===== src/rtl/vr_rr_arbiter.sv =====
// Round-robin N:1 valid/ready arbiter with a registered one-hot grant.
// Optional feature macro: ARB_BURST_EN (up to MAX_BURST beats per grant).

module vr_rr_lane #(
  parameter int L = 8
) (
  input  logic         gnt,
  input  logic         s_valid,
  input  logic         m_ready,
  input  logic [L-1:0] s_data,
  output logic         s_ready,
  output logic         vld,
  output logic [L-1:0] data
);
  assign s_ready = gnt & m_ready;
  assign vld     = gnt & s_valid;
  assign data    = gnt ? s_data : '0;
endmodule

module vr_rr_arbiter #(
  parameter int L         = 8,
  parameter int N         = 4,
  parameter int MAX_BURST = 4
) (
  input  logic           clk,
  input  logic           rst,
  input  logic [N-1:0]   s_valid,
  input  logic [N*L-1:0] s_data,
  output logic [N-1:0]   s_ready,
  output logic           m_valid,
  output logic [L-1:0]   m_data,
  input  logic           m_ready,
  output logic [N-1:0]   grant,
  output logic           busy
);
  localparam int PW = (N > 1) ? $clog2(N) : 1;
`ifdef ARB_BURST_EN
  localparam bit BURST_ON = 1'b1;
`else
  localparam bit BURST_ON = 1'b0;
`endif
  localparam int         BURST_LEN = BURST_ON ? MAX_BURST : 1;
  localparam logic [3:0] LAST_CNT  = 4'(BURST_LEN - 1);

  typedef enum logic {IDLE, GRANT} state_e;

  state_e               state_q, state_d;
  logic [N-1:0]         grant_q, grant_d;
  logic [PW-1:0]        ptr_q, ptr_d;
  logic [3:0]           beat_cnt_q, beat_cnt_d;
  logic [PW-1:0]        g_idx, idx;
  logic [N-1:0]         sel_oh, lane_vld;
  logic [N-1:0][L-1:0]  lane_data;
  logic                 found, g_valid, beat;

  for (genvar i = 0; i < N; i++) begin : g_lane
    vr_rr_lane #(.L(L)) u_lane (
      .gnt     (grant_q[i]),
      .s_valid (s_valid[i]),
      .m_ready (m_ready),
      .s_data  (s_data[i*L +: L]),
      .s_ready (s_ready[i]),
      .vld     (lane_vld[i]),
      .data    (lane_data[i])
    );
  end

  // Lanes are zero unless granted, so an OR-reduce is the output mux.
  always_comb begin
    m_data = '0;
    for (int i = 0; i < N; i++) m_data = m_data | lane_data[i];
  end

  assign g_valid = |lane_vld;
  assign m_valid = g_valid;
  assign busy    = (state_q == GRANT);
  assign grant   = grant_q;
  assign beat    = busy & g_valid & m_ready;

  // Scan starting at ptr; the last-served requester sits at the end.
  always_comb begin
    sel_oh = '0;
    found  = 1'b0;
    idx    = '0;
    for (int i = 0; i < N; i++) begin
      idx = PW'((int'(ptr_q) + i) % N);
      if (!found && s_valid[idx]) begin
        found       = 1'b1;
        sel_oh[idx] = 1'b1;
      end
    end
  end

  always_comb begin
    g_idx = '0;
    for (int i = 0; i < N; i++)
      if (grant_q[i]) g_idx = PW'(i);
  end

  always_comb begin
    state_d    = state_q;
    grant_d    = grant_q;
    ptr_d      = ptr_q;
    beat_cnt_d = beat_cnt_q;
    case (state_q)
      IDLE: if (found) begin
        state_d    = GRANT;
        grant_d    = sel_oh;
        beat_cnt_d = '0;
      end
      GRANT: begin
        if (!g_valid || (beat && beat_cnt_q == LAST_CNT)) begin
          state_d = IDLE;
          grant_d = '0;
          ptr_d   = (g_idx == PW'(N-1)) ? '0 : g_idx + PW'(1);
        end else if (beat) begin
          beat_cnt_d = beat_cnt_q + 4'd1;
        end
      end
      default: state_d = IDLE;
    endcase
  end

  always_ff @(posedge clk or negedge rst) begin
    if (!rst) begin
      state_q    <= IDLE;
      grant_q    <= '0;
      ptr_q      <= '0;
      beat_cnt_q <= '0;
    end else begin
      state_q    <= state_d;
      grant_q    <= grant_d;
      ptr_q      <= ptr_d;
      beat_cnt_q <= beat_cnt_d;
    end
  end
endmodule


===== config.mk =====
export PLATFORM = sky130hd
export DESIGN_NAME = vr_rr_arbiter
export DESIGN_NICKNAME = d
export VERILOG_FILES = /design/src/rtl/vr_rr_arbiter.sv
export SDC_FILE = /design/constraint.sdc
export NUM_CORES = 1
export LEC_CHECK = 0
export CORE_AREA = 2 2 55 57
export DETAILED_ROUTE_END_ITERATION = 8
export DIE_AREA = 0 0 57 59
export HOLD_SLACK_MARGIN = 0.06
export PLACE_DENSITY_LB_ADDON = 0.08
export SLEW_MARGIN = 20
export SYNTH_ARGS = -nofsm -noshare
export SYNTH_HDL_FRONTEND = slang
export SYNTH_SLANG_ARGS = --single-unit

===== constraint.sdc =====
create_clock -name clk -period 5.99 [get_ports clk]
set_clock_uncertainty 0.2 [all_clocks]
set_input_delay 1.797 -clock clk [delete_from_list [all_inputs] [get_ports clk]]
set_output_delay 1.797 -clock clk [all_outputs]
set_load 0.005 [all_outputs]

==> key figures, run 1 <==
Timing
  • Min Clock Period, post-route: ~5.3 ns
  • Max-Slew Margin vs Limit: between 60% and 70%
  • Final setup margin: around 0.67 ns
  • Fin crit share: between 80% and 90%
  • RSZ-0062 raised after global routing: no
  • Endpoints failing hold: 0
  • Slew @ Worst Pin: between 0.5 and 0.6 ns
  • Final setup viols: 0
  • Setup TNS: 0 ns
  • Worst hold margin: approximately 0.32 ns
  • Slew Viols, Final: 0
  • Achievable frequency: approximately 190 MHz

Global route
  • Vias in the first global route: 1191
  • GRT Util Overall: 19.6%
  • Pin count of the biggest net entering global routing: 15
  • First-pass GRT wire length: roughly 5200 µm
  • Initial antenna violation count: 0
  • Overflow after GRT: 0

Synth
  • Syn. warnings: 0
  • Post-Syn Instances: approximately 140
  • Post-synthesis average cell area: roughly 8.5 µm²
  • Register area share after synthesis: a little under a quarter
  • Cell Area, Synth: between 1000 and 1500 µm²
  • Unique masters post-synth: 33
  • FF+latch count, synth: 11
  • Syn_nets: between 150 and 200

Clock network
  • Clock buffer depth: 2
  • Cts bufs inserted: 3
  • Root buf cell: clkbuf_4
  • CTS sink count: 11
  • CTS tree: yes
  • Clock-pin slew on the worst setup and hold paths: around 0.070 ns
  • Clk Latency, worst-skew pair: between 0.2 and 0.3 ns
  • Number of gates resized after CTS: 0
  • CTS Hold Bufs: 0
  • Max H-tree Level: 1
  • Post CTS Setup Buffer Count: 0

Power
  • Final total power: around 0.61 mW
  • Worst VDD drop: about 0.25 mV
  • Leakage power: approximately 0.71 nW
  • Power per cell area: 355 nW/µm²

Layout
  • Layout cell share with drive strength beyond 1: around 8%
  • Core Util, Final: 62.9%
  • N_diodes: 0
  • Finished Cell Area: 1710 µm²
  • Final Non-Filler Cells: 215
  • Nets@finish: about 230
  • Area Growth Syn to Fin: 44.8%

Floorplanning
  • Chip Width: approximately 57 µm
  • Starting Density: 43.4%
  • Placeable Area: 2710 µm²
  • Die Ht: 59 µm
  • Row count: 19
  • Die Area: around 3400 µm²
  • Top Ports: 57

Placed design
  • Port-buffer cells: 56
  • Final GP Congestion: 0.826
  • Post-place instance area: between 1500 and 2000 µm²
  • Total placed cells including tap cells: about 210
  • DP Wirelength: 2640 µm
  • Setup WS pre-CTS: ~0.67 ns

Critical path
  • Crit path buf inv count: 2
  • Worst Setup Start Kind: input pin
  • CP dominant cell by count: clkdlybuf4s50_1
  • Worst setup EP type: output pin
  • WS Path Type: input pin to output pin
  • Worst-path fanout max: 8
  • CP peak stage delay: between 0.5 and 0.6 ns
  • Required time of the worst setup path: between 3 and 4 ns
  • Cells along the critical path: clkdlybuf4s50_1 -> a22o_1 -> or2_1 -> clkdlybuf4s50_1
  • WP data arrival: about 3.3 ns
  • Top delay family on crit path: buffers and inverters
  • Slowest stage cell, crit path: clkdlybuf4s50_1

Detailed routing
  • Routed wire length: between 3000 and 4000 µm
  • DRT antenna net count: 0
  • Total number of vias: 1254
  • DRT Pass-1 Iters: 4
  • WL/cell: between 15 and 20 µm
  • Vias/cell: 5.83
  • Iteration-0 DRC Markers: 44
  • DRC viols: 0

Outcome
  • Outcome: completed

Min path
  • HP Class: flop to flop

Run
  • Max Cap Viol: 0
## power breakdown
group / switching [mW] / internal [mW] / leakage, nW
registers: 0.0664 / 0.0974 / 0.143
logic: 0.172 / 0.219 / 0.555
clock network: 0.0253 / 0.0258 / 0.0150
total: 0.263 / 0.342 / 0.713
## registers in the layout (all words and copies together) (netlist names)
register    count
ptr_q           2
beat_cnt_q      4
grant           4
busy            1
## cells in the final DEF (no fill, tap or decap)
| master | instances |
|---|---|
| clkdlybuf4s50_1 | 56 |
| a22oi_1 | 16 |
| nand2_1 | 13 |
| o21ai_0 | 13 |
| dfrtp_1 | 11 |
| ha_1 | 9 |
| inv_1 | 8 |
| and2_1 | 6 |
| mux2i_1 | 5 |
| mux2_2 | 5 |
| o211ai_1 | 4 |
| a31oi_1 | 4 |
| a221o_2 | 4 |
| a22o_1 | 3 |
| nor2_1 | 3 |
| nor3_1 | 3 |
| clkbuf_4 | 3 |
| and4_1 | 2 |
| a21oi_1 | 2 |
| or2_1 | 1 |
| nor4_1 | 1 |
| or2_2 | 1 |
| nor4bb_1 | 1 |
| nor2b_1 | 1 |
| and3_1 | 1 |
| nand3b_1 | 1 |
| or3b_1 | 1 |
| a2111oi_2 | 1 |
| nor2_4 | 1 |
| o21bai_1 | 1 |
| nand4_1 | 1 |
| or3_1 | 1 |
| clkbuf_1 | 1 |
## final timing paths
kind	start	endpoint	slack (ns)	cells after the start
worst max-delay path	s_valid[0]	m_valid	0.67	4
min in group asynchronous	rst	busy	1.67	1
worst max register to register	ptr_q[0]	grant[1]	3.42	7
worst min-delay path	beat_cnt_q[2]	beat_cnt_q[2]	0.32	1
worst min register to register	beat_cnt_q[2]	beat_cnt_q[2]	0.32	1
max in group asynchronous	rst	beat_cnt_q[3]	3.57	1
## cell type report
cell class | count | area (µm²)
fill | 243 | 1000
multi-input combinational | 105 | 774
timing repair buffer | 56 | 561
sequential | 11 | 275
tap | 31 | 38.8
inverter | 8 | 30.0
clock buffer | 4 | 26.3
## cell usage after synthesis, drive strengths merged
library cell	n	area, µm²
a221o	4	45.0
and2	6	37.5
o21ai	13	65.1
buf	10	82.6
or3b	1	8.76
or2	2	12.5
inv	8	30.0
nor2	4	22.5
a22oi	16	120
a21oi	2	10.0
nor4bb	1	10.0
nand2	13	48.8
dfrtp	11	275
nand3b	1	7.51
nor2b	1	6.26
nor3	3	15.0
o211ai	4	30.0
ha	9	113
clkbuf	4	15.0
nor4	1	6.26
a31oi	4	25.0
mux2	5	56.3
o21bai	1	7.51
a2111oi	1	15.0
and3	1	6.26
a22o	3	26.3
and4	2	17.5
or3	1	6.26
mux2i	5	50.1
nand4	1	6.26
## cells by family after synthesis
family | after synthesis | share of synthesized area [%]
and+or+nand+nor | 38 | 18.0
buffers and inverters | 22 | 10.8
adders and majority gates | 9 | 9.56
AOI/OAI and AO/OA | 48 | 29.2
DFF | 11 | 23.4
muxes | 10 | 9.03
## metal layers
metal | up-vias | wire, µm | GRT usage [%]
met5 | - | 0 | 0
met4 | 0 | 51 | 6.64
met3 | 8 | 265 | 4.37
met2 | 57 | 1770 | 38.3
met1 | 588 | 1240 | 20.7
li1 | 601 | - | -
Power figures use the tool's default switching activity.
==> run 2: changes to the inputs <==
--- a/config.mk
+++ b/config.mk
@@ -5,9 +5,10 @@
 export SDC_FILE = /design/constraint.sdc
 export NUM_CORES = 1
 export LEC_CHECK = 0
-export CORE_AREA = 2 2 55 57
+export CORE_AREA = 2 2 52 54
 export DETAILED_ROUTE_END_ITERATION = 8
-export DIE_AREA = 0 0 57 59
+export DIE_AREA = 0 0 54 56
+export DONT_BUFFER_PORTS = 1
 export HOLD_SLACK_MARGIN = 0.06
 export PLACE_DENSITY_LB_ADDON = 0.08
 export SLEW_MARGIN = 20
==> run 2 against run 1 <==
- register-to-register slack is essentially flat
- final area shrank 33%
- first-iteration DRC count shrank 64%
- non-clock buffer count shrank 56
- clock-buffer cell count is the same
- sequential share of layout area grew 7.9 points
- worst hold slack lost 0.022 ns
- combinational power shrank 31%
- via count shrank 18%
- clock power is essentially flat
- utilization shrank 16 points
- critical path type unchanged
- critical endpoint unchanged
- highest routed layer unchanged
==> key figures, run 2 (synthesis gave the netlist of run 1 again) <==
Critical path
  • WP data arrival: 2.31 ns (-1.02 ns)
  • WS Path Type: input pin to output pin
  • Worst Setup SP: s_valid[2]
  • Cells along the critical path: a22o_1 -> or2_1
  • Top delay family on crit path: simple AND/OR/NAND/NOR gates
  • Worst-path fanout max: 7 (-1)
  • Worst Setup Start Kind: input pin
  • R2R setup slack: 3.41 ns (about the same)
  • Reg-to-reg startpoint: ptr_q[0]
  • Slowest stage cell, crit path: or2_1
  • Crit path depth: 2 (-2)
  • Worst setup EP type: output pin
  • R2R Path End: grant[2]
  • Crit path buf inv count: 0 (-2)
  • R2R depth: 7 (unchanged)
  • Required time of the worst setup path: 3.99 ns (about the same)
  • Critical Path Sink: m_valid
  • CP peak stage delay: 0.29 ns (-0.25 ns)

Clock network
  • Post CTS Setup Buffer Count: 0 (unchanged)
  • Clock-pin slew on the worst setup and hold paths: 0.07 ns (about the same)
  • Number of gates resized after CTS: 0 (unchanged)
  • Clock buffer depth: 2 (unchanged)
  • CTS sink count: 11 (unchanged)
  • CTS Hold Bufs: 0 (unchanged)
  • Root buf cell: clkbuf_4
  • Cts bufs inserted: 3 (unchanged)
  • Clk Latency, worst-skew pair: 0.27 ns (about the same)
  • Max H-tree Level: 1 (unchanged)
  • CTS tree: yes

Floorplanning
  • Starting Density: 48.4% (+5.0 points)
  • Die Ht: 56 µm (-5.1%)
  • Placeable Area: 2430 µm² (-10%)
  • Top Ports: 57 (unchanged)
  • Row count: 18 (-1)
  • Chip Width: 54 µm (-5.3%)
  • Die Area: 3020 µm² (-10%)

Detailed routing
  • DRC viols: 0 (unchanged)
  • WL/cell: 17.2 µm (+11%)
  • DRT antenna net count: 0 (unchanged)
  • Vias/cell: 6.48 (+11%)
  • DRT Pass-1 Iters: 4 (unchanged)
  • Iteration-0 DRC Markers: 16 (-64%)
  • Total number of vias: 1024 (-18%)
  • Routed wire length: 2720 µm (-18%)

Global route
  • First-pass GRT wire length: 4320 µm (-17%)
  • Initial antenna violation count: 0 (unchanged)
  • Vias in the first global route: 980 (-18%)
  • Pin count of the biggest net entering global routing: 15 (unchanged)
  • GRT Util Overall: 18.9% (-0.76 points)
  • Overflow after GRT: 0 (unchanged)

Timing
  • Setup TNS: 0 ns (unchanged)
  • Achievable frequency: 232 MHz (+24%)
  • Fin crit share: 71.9% (-17 points)
  • Final setup margin: 1.68 ns (+1.02 ns)
  • Slew Viols, Final: 0 (unchanged)
  • RSZ-0062 raised after global routing: no
  • Max-Slew Margin vs Limit: 65.2% (-0.22 points)
  • Min Clock Period, post-route: 4.31 ns (-1.02 ns)
  • Endpoints failing hold: 0 (unchanged)
  • Final setup viols: 0 (unchanged)
  • Slew @ Worst Pin: 0.507 ns (+0.00327 ns)

Power
  • Worst VDD drop: 0.183 mV (-28%)
  • Leakage power: 0.499 nW (-30%)
  • Final total power: 0.486 mW (-20%)
  • Power per cell area: 425 nW/µm² (+20%)

Min path
  • HP Class: flop to flop

Layout
  • Core Util, Final: 47.0% (-16 points)
  • Nets@finish: 177 (-24%)
  • Finished Cell Area: 1140 µm² (-33%)
  • Most common cell after layout, fill and taps aside: a22oi_1
  • Area Growth Syn to Fin: -2.87%
  • N_diodes: 0 (unchanged)
  • Layout cell share with drive strength beyond 1: 11.7% (+3.6 points)
  • Register area: 275 µm² (unchanged)
  • Most frequent cells in the layout: a22oi_1 (16), nand2_1 (13), o21ai_0 (13), dfrtp_1 (11), ha_1 (9)
  • Fillers: 258 (+6.2%)
  • Multi-input gate area: 774 µm² (unchanged)

Placed design
  • Port-buffer cells: 0 (-100%)
  • Final GP Congestion: 0.856 (+3.6%)
  • Post-place instance area: 1120 µm² (-33%)
  • Setup WS pre-CTS: 1.68 ns (+1.01 ns)
  • DP Wirelength: 2060 µm (-22%)

Run
  • Max Cap Viol: 0 (unchanged)

Outcome
  • Outcome: completed
==> run 2: worst min path at each step <==
stage	startpoint	endpoint	slack, ns	cells past startpoint
6_report	beat_cnt_q[2]	beat_cnt_q[2]	0.30	1
3_5_place_dp	beat_cnt_q[2]	beat_cnt_q[2]	0.30	1
4_1_cts	beat_cnt_q[2]	beat_cnt_q[2]	0.31	1
2_1_floorplan	beat_cnt_q[2]	beat_cnt_q[2]	0.27	1
5_1_grt	beat_cnt_q[2]	beat_cnt_q[2]	0.34	1
3_3_place_gp	beat_cnt_q[2]	beat_cnt_q[2]	0.30	1
==> run 2: metal layers <==
| metal | vias up | wire length, µm | part of all wire (%) | global-route usage [%] |
|---|---|---|---|---|
| met5 | - | 0 | 0 | 0 |
| li1 | 493 | - | - | - |
| met2 | 43 | 1360 | 50 | 29.6 |
| met3 | 4 | 137 | 5.0 | 4.57 |
| met1 | 484 | 1180 | 44 | 23.3 |
| met4 | 0 | 36 | 1.3 | 9.64 |
==> run 2: power breakdown <==
group	switching [mW]	internal, mW
registers	0.0685	0.0974
logic	0.145	0.123
clock network	0.0254	0.0258
==> run 2: final cells by class <==
type                    count  share of cell area [%]
multi-input cells         105                    67.7
flip-flops and latches     11                    24.1
well taps                  30                    3.28
inverters                   8                    2.63
clock buffers               4                    2.30
==> run 2: through the flow <==
step / std cells / hold slack (ns)
after detailed placement: 154 / 0.304
final: 158 / 0.303
after global routing: 158 / 0.344
after global placement: 154 / 0.297
after CTS: 158 / 0.307
after floorplan: 138 / 0.267
==> run 3: changes to the inputs <==
==> constraint.sdc (replaced) <==
create_clock -name clk -period 4.42 [get_ports clk]
set_clock_uncertainty 0.2 [all_clocks]
set_input_delay 1.326 -clock clk [delete_from_list [all_inputs] [get_ports clk]]
set_output_delay 1.326 -clock clk [all_outputs]
set_load 0.005 [all_outputs]
==> results of run 3 <==
Same layout as run 2 (identical final DEF). Status: completed.
Main changes from that run: setup slack after placement 1.68 ns -> 1.06 ns; setup slack after layout 1.68 ns -> 1.06 ns; register-to-register setup slack 3.41 ns -> 1.84 ns; total power 0.486 mW -> 0.659 mW; worst IR drop on VDD 0.183 mV -> 0.248 mV
